## config.mk

```make
export PLATFORM = sky130hd
export DESIGN_NAME = joypad_serializer_flat
export DESIGN_NICKNAME = d
export VERILOG_FILES = /design/src/rtl/joypad_serializer_if.sv /design/src/rtl/joypad_serializer.sv /design/src/flat_wrapper.sv
export SDC_FILE = /design/constraint.sdc
export NUM_CORES = 1
export LEC_CHECK = 0
export ABC_AREA = 1
export ABC_CLOCK_PERIOD_IN_PS = 1550
export CAP_MARGIN = 0
export CORE_ASPECT_RATIO = 1.4
export CORE_UTILIZATION = 25
export CTS_CLUSTER_SIZE = 10
export DETAILED_ROUTE_END_ITERATION = 8
export PLACE_DENSITY = 0.55
export SYNTH_ARGS = -nofsm -noshare
export SYNTH_HDL_FRONTEND = slang
export SYNTH_SLANG_ARGS = --single-unit
```

## constraint.sdc

```tcl
create_clock -name clk -period 1.55 [get_ports clk]
set_input_delay 0.31 -clock clk [delete_from_list [all_inputs] [get_ports clk]]
set_output_delay 0.31 -clock clk [all_outputs]
set_load 0.02 [all_outputs]
```

## src/rtl/joypad_serializer_if.sv

```systemverilog
// Bundle of signals between the NES core and the controller-port serializer.
// The master side (the core) drives strobe, port clocks and button inputs; the slave side returns the serial data.
interface joypad_serializer_if #(
    parameter int NUM_PORTS = 2,
    parameter int BITS      = 8
);
    logic                      joypad_strobe;
    logic [NUM_PORTS-1:0]      joypad_clock;
    logic [NUM_PORTS*BITS-1:0] pad_state;
    logic [NUM_PORTS*BITS-1:0] turbo_mask;
    logic [NUM_PORTS-1:0]      joypad_data;
    logic [NUM_PORTS-1:0]      shift_done;
    logic                      turbo_phase;

    modport master (
        output joypad_strobe, joypad_clock, pad_state, turbo_mask,
        input  joypad_data, shift_done, turbo_phase
    );

    modport slave (
        input  joypad_strobe, joypad_clock, pad_state, turbo_mask,
        output joypad_data, shift_done, turbo_phase
    );
endinterface

```

## src/rtl/joypad_serializer.sv

```systemverilog
// N-port, B-bit controller shift chains with a fill value, per-port exhaustion flags and turbo auto-fire.
// The strobe reloads every port; a falling edge on a port clock shifts that port toward bit 0.
module joypad_serializer #(
    parameter int   NUM_PORTS    = 2,
    parameter int   BITS         = 8,
    parameter logic FILL         = 1'b1,
    parameter int   TURBO_PERIOD = 2
) (
    input logic                  clk,
    input logic                  reset_n,
    input logic                  ce,
    joypad_serializer_if.slave   bus
);
    localparam int CNT_W  = $clog2(BITS + 1);
    localparam int TCNT_W = (TURBO_PERIOD > 1) ? $clog2(TURBO_PERIOD) : 1;

    localparam logic [CNT_W-1:0]  CNT_MAX   = CNT_W'(BITS);
    localparam logic [CNT_W-1:0]  CNT_ONE   = CNT_W'(1);
    localparam logic [TCNT_W-1:0] TCNT_LAST = TCNT_W'(TURBO_PERIOD - 1);
    localparam logic [TCNT_W-1:0] TCNT_ONE  = TCNT_W'(1);

    logic [BITS-1:0]      r_shift [NUM_PORTS];
    logic [CNT_W-1:0]     r_cnt   [NUM_PORTS];
    logic [NUM_PORTS-1:0] r_last_clk;
    logic                 r_last_strobe;
    logic [TCNT_W-1:0]    r_tcnt;
    logic                 r_turbo_phase;

    logic [BITS-1:0]      w_eff [NUM_PORTS];
    logic [NUM_PORTS-1:0] w_data;
    logic [NUM_PORTS-1:0] w_done;
    logic                 w_strobe_fall;

    // Turbo-masked buttons read as released during the off phase.
    always_comb begin
        for (int p = 0; p < NUM_PORTS; p++) begin
            w_eff[p] = bus.pad_state[p*BITS +: BITS]
                     & ~(bus.turbo_mask[p*BITS +: BITS] & {BITS{~r_turbo_phase}});
        end
    end

    assign w_strobe_fall = r_last_strobe & ~bus.joypad_strobe;

    always_ff @(posedge clk or negedge reset_n) begin
        if (!reset_n) begin
            // NOTE: the shift array is reset per element because a reset mid-read must discard the latched buttons.
            for (int p = 0; p < NUM_PORTS; p++) begin
                r_shift[p] <= '0;
                r_cnt[p]   <= '0;
            end
            r_last_clk    <= '0;
            r_last_strobe <= 1'b0;
            r_tcnt        <= '0;
            r_turbo_phase <= 1'b1;
        end else if (ce) begin
            // NOTE: non-blocking assignments so every port and the edge history see pre-edge values.
            r_last_clk    <= bus.joypad_clock;
            r_last_strobe <= bus.joypad_strobe;

            for (int p = 0; p < NUM_PORTS; p++) begin
                if (bus.joypad_strobe) begin
                    r_shift[p] <= w_eff[p];
                    r_cnt[p]   <= '0;
                end else if (r_last_clk[p] && !bus.joypad_clock[p]) begin
                    r_shift[p] <= {FILL, r_shift[p][BITS-1:1]};
                    if (r_cnt[p] != CNT_MAX) begin
                        r_cnt[p] <= r_cnt[p] + CNT_ONE;
                    end
                end
            end

            if (w_strobe_fall) begin
                if (r_tcnt == TCNT_LAST) begin
                    r_tcnt        <= '0;
                    r_turbo_phase <= ~r_turbo_phase;
                end else begin
                    r_tcnt <= r_tcnt + TCNT_ONE;
                end
            end
        end
    end

    // NOTE: defaults first so no path through this block can infer a latch.
    always_comb begin
        w_data = '0;
        w_done = '0;
        for (int p = 0; p < NUM_PORTS; p++) begin
            w_data[p] = r_shift[p][0];
            w_done[p] = (r_cnt[p] == CNT_MAX);
        end
    end

    assign bus.joypad_data = w_data;
    assign bus.shift_done  = w_done;
    assign bus.turbo_phase = r_turbo_phase;
endmodule

```

## src/flat_wrapper.sv

```systemverilog
// flat-port wrapper written by rule: the top's interface ports become plain ports
module joypad_serializer_flat 
#(
    parameter int   NUM_PORTS    = 2,
    parameter int   BITS         = 8,
    parameter logic FILL         = 1'b1,
    parameter int   TURBO_PERIOD = 2
)
  (clk, reset_n, ce, bus_joypad_strobe, bus_joypad_clock, bus_pad_state, bus_turbo_mask, bus_joypad_data, bus_shift_done, bus_turbo_phase);
  joypad_serializer_if #(.NUM_PORTS(NUM_PORTS), .BITS(BITS)) bus_i ();
  input logic clk;
  input logic reset_n;
  input logic ce;
  input wire logic [$bits(bus_i.joypad_strobe)-1:0] bus_joypad_strobe;
  input wire logic [$bits(bus_i.joypad_clock)-1:0] bus_joypad_clock;
  input wire logic [$bits(bus_i.pad_state)-1:0] bus_pad_state;
  input wire logic [$bits(bus_i.turbo_mask)-1:0] bus_turbo_mask;
  output wire logic [$bits(bus_i.joypad_data)-1:0] bus_joypad_data;
  output wire logic [$bits(bus_i.shift_done)-1:0] bus_shift_done;
  output wire logic [$bits(bus_i.turbo_phase)-1:0] bus_turbo_phase;
  assign bus_i.joypad_strobe = bus_joypad_strobe;
  assign bus_i.joypad_clock = bus_joypad_clock;
  assign bus_i.pad_state = bus_pad_state;
  assign bus_i.turbo_mask = bus_turbo_mask;
  assign bus_joypad_data = bus_i.joypad_data;
  assign bus_shift_done = bus_i.shift_done;
  assign bus_turbo_phase = bus_i.turbo_phase;
  joypad_serializer #(.NUM_PORTS(NUM_PORTS), .BITS(BITS), .FILL(FILL), .TURBO_PERIOD(TURBO_PERIOD)) u_core (.clk(clk), .reset_n(reset_n), .ce(ce), .bus(bus_i));
endmodule
```

==> metrics.txt <==
RSZ-0062 raised after global routing=true; Max Slew Vio Count=0; Total GRT Usage=a little under an eighth; worst-margin pin slew=0.2918 ns; global-route wire length before repair=6.679 mm; most frequent cells in the layout=nand2_1, clkdlybuf4s50_1, inv_1; R2R setup slack=0.23 ns; port bufs=42; outcome=finished, final reports clean; Core Region=between 6000 and 7000 sq um; Final Hold Fails=0; largest net degree at the start of global routing=30; antenna viol nets, final=0; syn_area_per_cell=around 7.5 sq um; most common cell after layout, fill and taps aside=nand2_1; Vias/cell=just over 4; Max FO, Critical Path=2; Syn Nets=approximately 270; Root Driver=clkbuf_8; DRT iter0 DRCs=31; Tcrit/Tclk final=96.38%; Final setup violation count=0; Vias=roughly 1600; static power due to leakage=1.284 nW; WS Path Type=reg -> out; Tmin final=~1.5 ns; I/O pins=43; register area share after synthesis=between 40% and 50%; Die Y=~100 um; Yosys cell types=26; initial antenna violation count=0; share of synthesized registers carrying an async set or reset=100.0%; Syn Inst Count=230; Total Wirelength=3.870 mm; layout cells sized above 1=between 10% and 20%; #FFs+latches synth=29; detailed-router iteration count before antenna repair=4; RePlAce Congestion=around 0.74; ant diodes=0; CTS clk-pin slew, worst paths=0.07 ns; CTS Buffer Depth=2; placed cell area=~2400 sq um; starting density of the core=between 20% and 30%; Final nets=around 340; hpwl dp=about 2.8 mm; TritonCTS buffer count=5; Final Skew=around 0.0075 ns; Max-cap violations=0; mapped cell area=between 1500 and 2000 sq um; die area=~7200 sq um; GRT Residual Overflow=0; power density cells=933.4 nW/um^2; Max H-tree Level=2; Clk Latency, worst-skew pair=0.28 ns; Rel. slew slack=between 80 and 90%; WP data required=around 1.2 ns; FP Rows=35; fmax=about 0.67 GHz; Critical Path AT=around 1.2 ns; CTS tree=yes; worst min path class=in -> async; Startpoint Class=flip-flop; cts hold-fix bufs=0; post-route cell area=between 2000 and 2500 sq um; Synth Flop Type=dfrtp_1; post-DR wirelength/cell=approximately 10 um; Sinks on Clock Net=29; Yosys Warn Count=0; Setup WS pre-CTS=-0.1269 ns; DRC violation count after routing=0; final setup margin=about 0.056 ns; worst vdd ir=slightly above 0.0004 V; Post-synth EDFFs=0; vias in the first global route=roughly 1500; area grow syn2layout=43.31%; Critical Path End Type=output port; Die Span X=approximately 72 um
-- layer usage --
layer  vias to the layer above  wire length [um]  share of wire (%)  track usage (%)
met3                         5               140                3.6            3.112
li1                        834                 -                  -                -
met4                         0                51                1.3            3.620
met2                        32              1876                 48            19.99
met1                       713              1801                 47            15.08
met5                         -                 0                  0                0
-- report_power, final --
part / switching, mW / total (mW) / internal (mW)
sequential: 0.0701 / 0.969 / 0.899
combinational: 0.381 / 0.703 / 0.322
clock: 0.270 / 0.631 / 0.361
-- through the flow --
step           utilization, %  total power, mW  std cells  hold WS (ns)   TNS, ns
6_report                37.31            2.303        387        0.4017         0
5_1_grt                 37.31            2.481        387        0.4005  -0.03269
4_1_cts                 37.14            2.351        387        0.4043         0
3_5_place_dp            35.91            1.714        379        0.4664    -1.447
3_3_place_gp            35.91            1.712        379        0.4633    -1.138
2_1_floorplan               -            1.400        230       0.01441         0
-- critical path: stages (launching register included) --
cell and delay (ns):
dfrtp_1 0.38, inv_1 0.08, ha_1 0.14, nand2_1 0.06, nor2_2 0.12, buf_6 0.13
-- what timing repair did --
| action | CTS | global route |
|---|---|---|
| gates resized for setup | 10 | 4 |
| pin swaps | 0 | 0 |
| setup endpoints to repair | 3 | 3 |
| setup buffers | 0 | 0 |
-- area by class of cell --
class,instances,area (sq um)
tap,92,115.1
timing repair buffer,67,633.1
clock buffer,8,90.09
inverter,32,120.1
multi-input combinational,159,782.0
sequential,29,726.9
fill,675,4145
-- cell families after synthesis --
group / count (synthesis) / synth area share (%)
AND/OR/NAND/NOR: 128 / 32.41
AO/OA/AOI/OAI: 23 / 7.921
adder cells (fa/ha/maj): 4 / 2.907
XOR/XNOR: 4 / 2.035
buffers and inverters: 42 / 12.50
flip-flops: 29 / 42.22
-- cell usage after synthesis (3+ instances only) --
| library cell | instances | share of area, % |
|---|---|---|
| o211ai_1 | 3 | 1.3 |
| inv_1 | 30 | 6.5 |
| ha_1 | 4 | 2.9 |
| nand3_1 | 14 | 4.1 |
| nand4_1 | 3 | 1.1 |
| o21ai_1 | 7 | 2.0 |
| nand2_1 | 89 | 19 |
| buf_4 | 3 | 1.3 |
| o21ai_0 | 10 | 2.9 |
| dfrtp_1 | 28 | 41 |
| buf_6 | 6 | 3.9 |
| nor2_1 | 14 | 3.1 |
-- path summary, 6_finish.rpt --
kind / startpoint / to / cells after the start
min in group clk: u_core.r_shift[9]$_DFFE_PN0P_ / u_core.r_shift[9]$_DFFE_PN0P_ / 2
hold reg to reg: u_core.r_shift[9]$_DFFE_PN0P_ / u_core.r_shift[9]$_DFFE_PN0P_ / 2
setup reg to reg: u_core.r_cnt[0]$_DFFE_PN0P_ / u_core.r_cnt[0]$_DFFE_PN0P_ / 9
max in group asynchronous: reset_n / u_core.bus.turbo_phase$_DFFE_PN1P_ / 2
hold / removal: reset_n / u_core.r_shift[7]$_DFFE_PN0P_ / 2
setup / recovery: u_core.r_cnt[0]$_DFFE_PN0P_ / bus_shift_done[1] / 5
-- sequential cells by signal, summed over array words and instances, names as in the netlist --
register and flops:
u_core.bus.joypad_data 2, u_core.bus.turbo_phase 1, u_core.r_cnt 8, u_core.r_last_clk 2
u_core.r_last_strobe 1, u_core.r_shift 14, u_core.r_tcnt 1
No activity file was read; power rests on OpenSTA's default activity.
